## src/rtl/unidad_control_multiciclo_pkg.sv

```systemverilog
// rtl/unidad_control_multiciclo_pkg.sv - shared opcode, ALUOP and state encodings
// Purpose: constants shared by the multi-cycle controller and the single-cycle decoder.
// Ports: none (package).
package unidad_control_multiciclo_pkg;

  localparam logic [5:0] OP_RTYPE = 6'b000000;
  localparam logic [5:0] OP_ADDI  = 6'b000010;
  localparam logic [5:0] OP_LW    = 6'b100011;
  localparam logic [5:0] OP_SW    = 6'b101011;
  localparam logic [5:0] OP_BEQ   = 6'b000100;

  localparam logic [2:0] ALU_FUNCT = 3'b000;
  localparam logic [2:0] ALU_ADD   = 3'b001;
  localparam logic [2:0] ALU_SUB   = 3'b010;

  typedef enum logic [3:0] {
    ST_FETCH  = 4'd0,
    ST_DECODE = 4'd1,
    ST_EXEC_R = 4'd2,
    ST_EXEC_I = 4'd3,
    ST_ADDR   = 4'd4,
    ST_MEM_RD = 4'd5,
    ST_MEM_WR = 4'd6,
    ST_WB_R   = 4'd7,
    ST_WB_I   = 4'd8,
    ST_WB_MEM = 4'd9,
    ST_BRANCH = 4'd10
  } state_t;

endpackage

```

## src/rtl/unidad_control_multiciclo_contador_instr.sv

```systemverilog
// rtl/unidad_control_multiciclo_contador_instr.sv - enabled wrap-around counter for retired instructions
// Purpose: CNT_W-bit up counter, increments when en is high, wraps to 0.
// Ports: clk, reset (sync, active-high), en (count enable), count (current value).
module contador_instr #(
  parameter int CNT_W = 32
) (
  input  logic             clk,
  input  logic             reset,
  input  logic             en,
  output logic [CNT_W-1:0] count
);

  always_ff @(posedge clk) begin
    if (reset) begin
      count <= '0;
    end else if (en) begin
      count <= count + CNT_W'(1);
    end
  end

endmodule

```

## src/rtl/unidad_control_multiciclo.sv

```systemverilog
// rtl/unidad_control_multiciclo.sv - multi-cycle processor controller
// Purpose: sequences fetch/decode/execute/memory/write-back and drives datapath controls.
// Ports: clk, reset (sync, active-high); inst (IR opcode), mem_ready (memory handshake);
//        PCWrite, IRWrite, RegDst, Branch, MemRead, MemToRg, ALUOP, MemToWrite, ALUSrc,
//        RegWrite (datapath controls); retire, illegal (pulses); instret (retired count).
module unidad_control_multiciclo
  import unidad_control_multiciclo_pkg::*;
#(
  parameter int CNT_W = 32
) (
  input  logic             clk,
  input  logic             reset,
  input  logic [5:0]       inst,
  input  logic             mem_ready,
  output logic             PCWrite,
  output logic             IRWrite,
  output logic             RegDst,
  output logic             Branch,
  output logic             MemRead,
  output logic             MemToRg,
  output logic [2:0]       ALUOP,
  output logic             MemToWrite,
  output logic             ALUSrc,
  output logic             RegWrite,
  output logic             retire,
  output logic             illegal,
  output logic [CNT_W-1:0] instret
);

  state_t     state;
  state_t     state_next;
  logic [5:0] opcode_q;
  logic [CNT_W-1:0] count;

  always_ff @(posedge clk) begin
    if (reset) begin
      state    <= ST_FETCH;
      opcode_q <= '0;
    end else begin
      state <= state_next;
      // Latch the opcode once; later IR changes cannot redirect ADDR.
      if (state == ST_DECODE) begin
        opcode_q <= inst;
      end
    end
  end

  always_comb begin
    state_next = state;
    PCWrite    = 1'b0;
    IRWrite    = 1'b0;
    RegDst     = 1'b0;
    Branch     = 1'b0;
    MemRead    = 1'b0;
    MemToRg    = 1'b0;
    ALUOP      = ALU_FUNCT;
    MemToWrite = 1'b0;
    ALUSrc     = 1'b0;
    RegWrite   = 1'b0;
    retire     = 1'b0;
    illegal    = 1'b0;

    case (state)
      ST_FETCH: begin
        MemRead = 1'b1;
        if (mem_ready) begin
          PCWrite    = 1'b1;
          IRWrite    = 1'b1;
          state_next = ST_DECODE;
        end
      end
      ST_DECODE: begin
        case (inst)
          OP_RTYPE:     state_next = ST_EXEC_R;
          OP_ADDI:      state_next = ST_EXEC_I;
          OP_LW, OP_SW: state_next = ST_ADDR;
          OP_BEQ:       state_next = ST_BRANCH;
          default: begin
            illegal    = 1'b1;
            state_next = ST_FETCH;
          end
        endcase
      end
      ST_EXEC_R: begin
        ALUOP      = ALU_FUNCT;
        state_next = ST_WB_R;
      end
      ST_EXEC_I: begin
        ALUOP      = ALU_ADD;
        ALUSrc     = 1'b1;
        state_next = ST_WB_I;
      end
      ST_ADDR: begin
        ALUOP      = ALU_ADD;
        ALUSrc     = 1'b1;
        state_next = (opcode_q == OP_LW) ? ST_MEM_RD : ST_MEM_WR;
      end
      ST_MEM_RD: begin
        MemRead = 1'b1;
        if (mem_ready) begin
          state_next = ST_WB_MEM;
        end
      end
      ST_MEM_WR: begin
        MemToWrite = 1'b1;
        if (mem_ready) begin
          retire     = 1'b1;
          state_next = ST_FETCH;
        end
      end
      ST_WB_R: begin
        RegDst     = 1'b1;
        RegWrite   = 1'b1;
        retire     = 1'b1;
        state_next = ST_FETCH;
      end
      ST_WB_I: begin
        RegWrite   = 1'b1;
        retire     = 1'b1;
        state_next = ST_FETCH;
      end
      ST_WB_MEM: begin
        MemToRg    = 1'b1;
        RegWrite   = 1'b1;
        retire     = 1'b1;
        state_next = ST_FETCH;
      end
      ST_BRANCH: begin
        ALUOP      = ALU_SUB;
        Branch     = 1'b1;
        retire     = 1'b1;
        state_next = ST_FETCH;
      end
      default: state_next = ST_FETCH;
    endcase

    // Reset silences every control immediately, so an abandoned
    // instruction can neither write nor retire in the reset cycle.
    if (reset) begin
      PCWrite    = 1'b0;
      IRWrite    = 1'b0;
      RegDst     = 1'b0;
      Branch     = 1'b0;
      MemRead    = 1'b0;
      MemToRg    = 1'b0;
      ALUOP      = ALU_FUNCT;
      MemToWrite = 1'b0;
      ALUSrc     = 1'b0;
      RegWrite   = 1'b0;
      retire     = 1'b0;
      illegal    = 1'b0;
    end
  end

  contador_instr #(
    .CNT_W(CNT_W)
  ) u_contador_instr (
    .clk   (clk),
    .reset (reset),
    .en    (retire),
    .count (count)
  );

  assign instret = reset ? '0 : count;

endmodule

```

## config.mk

```make
export PLATFORM = sky130hd
export DESIGN_NAME = unidad_control_multiciclo
export DESIGN_NICKNAME = d
export VERILOG_FILES = /design/src/rtl/unidad_control_multiciclo_pkg.sv /design/src/rtl/unidad_control_multiciclo_contador_instr.sv /design/src/rtl/unidad_control_multiciclo.sv
export SDC_FILE = /design/constraint.sdc
export NUM_CORES = 1
export LEC_CHECK = 0
export ABC_AREA = 1
export BUFFER_PORTS_ARGS = -buffer_cell sky130_fd_sc_hd__buf_4
export CORE_MARGIN = 3
export CORE_UTILIZATION = 45
export DETAILED_ROUTE_END_ITERATION = 8
export PLACE_DENSITY = 0.75
export SYNTH_ARGS = -nofsm -noshare
export SYNTH_HDL_FRONTEND = slang
export SYNTH_SLANG_ARGS = --single-unit
```

## constraint.sdc

```tcl
create_clock -name clk -period 2.2 [get_ports clk]
set_input_delay 0.44 -clock clk [delete_from_list [all_inputs] [get_ports clk]]
set_output_delay 0.44 -clock clk [all_outputs]
set_load 0.1 [all_outputs]
```

# Word level (Yosys, flattened, before mapping)
# Index checks and enable logic that the tools add are counted.
dict set report op_classes {
  n_addsub 1
  n_eq_ne 18
  mux 31
  reduce_logical 9
}
# op count
set ops {}
lappend ops {{$add 32x1->32 const B} 1}
lappend ops {{$mux 32} 1}
lappend ops {{$pmux 4 s7} 1}
lappend ops {{$mux 1} 21}
lappend ops {{$eq 6x6->1 const B} 3}
lappend ops {{$eq 4x3->1 const B} 4}
lappend ops {{$pmux 4 s4} 1}
lappend ops {{$eq 4x4->1 const B} 3}
lappend ops {{$mux 4} 3}
lappend ops {{$eq 4x2->1 const B} 2}
lappend ops {{$eq 6x2->1 const B} 1}
lappend ops {{$eq 6x3->1 const B} 1}
lappend ops {{$logic_not 6->1} 1}
lappend ops {{$ne 2x2->1 const B} 3}
lappend ops {{$reduce_or 2->1} 3}
lappend ops {{$reduce_or 5->1} 1}
lappend ops {{$eq 4x1->1 const B} 1}
lappend ops {{$logic_not 4->1} 1}
lappend ops {{$pmux 2 s2} 1}
lappend ops {{$reduce_or 4->1} 1}
lappend ops {{$mux 3} 1}
lappend ops {{$reduce_and 3->1} 1}
lappend ops {{$reduce_or 3->1} 1}
lappend ops {{$mux 2} 1}
lappend ops {{$pmux 1 s2} 1}
dict set report totals {
  regBits 42
  input_bits 9
  out_inout_bits 46
  elab_cells 62
}

# Depth between registers and ports, before layout
dict set report logic_depth {
  word_depth 5
  mapped_depth 11
  depth_no_buf 11
}

# Modules after synthesis
# Synthesis repeated with hierarchy kept, for this count alone.
dict set report hier_totals {
  hier_cells 442
  area_unflattened_um2 2763.9
}
# module instances cells_per_inst area_each_um2 seq_area_each_um2
set by_module_without_submodules {}
lappend by_module_without_submodules {contador_instr 1 263 1793.0 640.6}
lappend by_module_without_submodules {unidad_control_multiciclo 1 179 970.9 200.2}

# Worst setup path after synthesis
# No wires, ideal clock.
dict set report synth_path {
  path_kind {input to output}
  startpoint {input port reset}
  endpoint {output port MemToRg}
  arrival_time_ps 3759
  required_time_ps 1760
  path_slack_ps -1999
  cell_stages 3
  n_path_buf 2
  path_cell_list {clkbuf_1 clkbuf_1 nor4_1}
}
dict set report synth_via {
  elab_chain_len 1
}
# item line
set synth_rtl {}
lappend synth_rtl {{start: declaration} unidad_control_multiciclo.sv:12} ;# input logic reset,
lappend synth_rtl {{$mux 1} unidad_control_multiciclo.sv:139} ;# if (reset) begin
lappend synth_rtl {{end: declaration} unidad_control_multiciclo.sv:20} ;# output logic MemToRg,
# No other way between the ends.

# Final worst setup path
dict set report layout_path {
  startpoint {register state[1]}
  endpoint {output port retire}
}
dict set report layout_via {
  elab_chain_len 4
  word_cells_on_any_way 8
  classes_between {eq/ne: 5; mux: 2; reduce/logical: 1}
}
# item line
set layout_rtl {}
lappend layout_rtl {{start: declaration} unidad_control_multiciclo.sv:30} ;# state_t state;
lappend layout_rtl {{start signal: assignment} unidad_control_multiciclo.sv:40} ;# state <= state_next;
lappend layout_rtl {{$eq 4x4->1 or $eq 4x3->1 (tied branches)} unidad_control_multiciclo.sv:63} ;# case (state)
lappend layout_rtl {{$reduce_or 4->1 (no source line)} -}
lappend layout_rtl {{$pmux 1 s2 *} unidad_control_multiciclo.sv:63}
lappend layout_rtl {{$mux 1 *} unidad_control_multiciclo.sv:139}
lappend layout_rtl {{end: declaration} unidad_control_multiciclo.sv:25} ;# output logic retire,
# Mark *: on every way between the ends. The rest lies on a longest branch, timed or not.

==> flow_summary.yaml <==
floorplanning:
  floorplan.initialDensity_pct: 47.00
  top_level_ports: 55
  num_rows: 28
  die_width_um: 84.87
  die-area_sq_um: 7202
  chipHeight_um: 84.87
  fp.coreArea_sq_um: 5956
sta:
  worst_clock_skew_ns: 0.01049
  grt_setup_unrepaired: "no"
  shortest_clock_period_the_worst_path_allows_after_layout_ns: 2.082
  timing.final.crit_share_pct: 94.64
  report.final.hold_viol_count: 0
  worst_hold_slack_ns: 0.4344
  drv_slew: 0
  max_freq_ghz: 0.4803
  setup_viol_count_final: 0
yosys:
  dominantRegCellSynth: "dfxtp_1"
  synth.ff_latch_count: 42
  netlist_top_cells_count: "nor2_1, nand2_1, inv_1, dfxtp_1, nand3_1"
  syn_area_sq_um: 2799
  synth_top_area_cell: "dfxtp_1"
  synth_edf_count: 0
  synth.yosys.warnings: 0
  synthesis.area_per_instance_sq_um: 5.747
  synth.lib_cells_used.distinct: 29
  synth-seq-area-share_pct: 30.04
  dominant_cell_by_count_in_the_synthesized_netlist: "nor2_1"
  count_of_mapped_cells_out_of_synthesis: 487
  synth_top_area_cells: "dfxtp_1, nor2_1, nand2_1"
  synth_top_cell_area_share_pct: 30.04
  synth_async_sr_flop_share_pct: 0
  syn-num-nets: 497
global_route:
  grt_start_max_net_pins: 30
  overflow: 0
  vias_in_the_first_global_route: 2940
  grt_first_pass_wirelength_mm: 13.10
  grt_antenna_before_repair: 0
  grtUsageTotal_pct: 21.89
layout:
  fillCellCount: 613
  drive_above_1_share_pct: 20.33
  fin_nets: 551
  area_growth_syn_to_layout_pct: 24.50
  antenna_cells: 0
clocking:
  path_clk_slew_ns: 0.07
  tritoncts: "done"
  ctsResizeCount: 1
  worst_skew_pair.late_latency_ns: 0.30
  max-clock-path-buffers: 2
  post-cts-setup-buffers: 0
  htree_levels: 2
  cts_root_buffer: "clkbuf_8"
  hold_buffers: 0
  number_of_sinks_driven_by_the_clock_tree: 42
  numCtsBuffers: 5
setup_path:
  critPathMaxFanout: 7
  worst-endpoint-required_ns: 1.76
  timing.reg2reg.setup_slack_ns: 0.48
  cp-end-kind: "output port"
  category_of_the_most_critical_setup_path: "reg -> out"
  timing.critical_path.max_delay_family: "simple AND/OR/NAND/NOR gates"
  critPathBufInv: 2
  worst_path_max_delay_cell: "dfxtp_2"
  max_stage_delay_ns: 0.43
  worst-endpoint-arrival_ns: 1.64
  critical_path.startpoint_type: "register"
  crit_chain: "nand2_2 > nor2_4 > nand2_2 > nand2_4 > nand2_4 > inv_4 > buf_4"
drt:
  drtAntennaViolNets: 0
  vias_per_cell: 5.075
  drt_pass_1_iters: 5
  drt_iter0_drc: 202
  wl_per_cell_um: 12.32
  totalWireLength_mm: 7.590
  drt_drc_violations_left: 0
  vias: 3126
power:
  peakVddDrop_mv: 0.3243
  report.power.total_uw: 1595
  power-per-cell-area_nw_per_um2: 457.7
  p_leak_uw: 0.001427
job:
  timing.max_cap.violations: 0
placement:
  place.gp.congestion: 0.8824
  dp_hpwl_mm: 5.962
  buffer_ports.inserted: 53
status:
  run_status: "complete, no violations"
min_path:
  hold_class: "in -> reg"
routing by layer:
metal	global-route usage [%]	share of wire [%]
met5	0	0
met4	5.468	1.2
met3	3.495	7.6
met2	35.37	45
met1	30.63	46
power breakdown:
group	internal [uW]	switching, uW
Clock	213	267
Combinational	81.7	229
Sequential	785	19.3
registers in the layout, summed over array words and instances, names as in the netlist:
signal                  flops
state                       4
u_contador_instr.count     32
opcode_q                    6
worst min-delay path, cell delays in order:
cell     delay [ns]
buf_4          0.09
o21ai_0        0.08
nor2_1         0.08
final cells by class:
class                      instances  area, sq um  area share, %
sequential                        42        843.3          24.20
inverter                          64        245.2          7.038
clock buffer                       5        68.82          1.975
tap                               75        93.84          2.693
clock inverter                     2        10.01         0.2873
multi-input combinational        366         1745          50.09
timing repair buffer              62        478.0          13.72
per-stage QoR:
stage | setup TNS [ns] | util, % | instances | setup WS, ns | area [sq um]
3_3_place_gp | 0 | 57.04 | 609 | 0.3544 | 3397
5_1_grt | 0 | 58.51 | 616 | 0.01703 | 3485
6_report | 0 | 58.51 | 616 | 0.1179 | 3485
2_1_floorplan | -8.152 | - | 487 | -0.3357 | 2987
3_5_place_dp | 0 | 57.04 | 609 | 0.3082 | 3397
4_1_cts | 0 | 58.38 | 616 | 0.05827 | 3477
kinds of logic after synthesis:
kind of cell,count (synthesis),synth area share [%]
flops,42,30.04
other cells,1,0.1340
xor+xnor,4,1.252
simple gates,316,47.83
compound gates,44,8.181
buf+inv,79,12.11
fa+ha+maj,1,0.4470
cells in the final DEF, fill, tap and decap left out, types with 3 or more instances in the layout:
| cell type | Yosys | layout |
|---|---|---|
| nor2_4 | 2 | 4 |
| nand4_1 | 10 | 10 |
| inv_1 | 61 | 60 |
| clkbuf_8 | 0 | 5 |
| nor3_1 | 17 | 13 |
| nand2_1 | 119 | 116 |
| nor2_1 | 122 | 111 |
| nor3_4 | 0 | 3 |
| o21ai_0 | 17 | 17 |
| xor2_1 | 4 | 4 |
| a21oi_1 | 23 | 21 |
| nand3_1 | 29 | 28 |
| nor2_2 | 8 | 17 |
| dfxtp_1 | 42 | 40 |
| buf_4 | 3 | 61 |
| nand2_2 | 2 | 5 |
worst paths after layout:
| check | depth (start not counted) | from | to |
|---|---|---|---|
| worst max register to register | 10 | u_contador_instr.count[1]$_SDFFE_PP0P_ | u_contador_instr.count[30]$_SDFFE_PP0P_ |
| worst max-delay path | 7 | state[1]$_SDFFE_PP0P_ | retire |
| worst min-delay path | 3 | inst[3] | opcode_q[3]$_SDFFE_PP0P_ |
| worst min register to register | 2 | opcode_q[1]$_SDFFE_PP0P_ | opcode_q[1]$_SDFFE_PP0P_ |
Note: power is estimated with default switching activity, not from simulation.
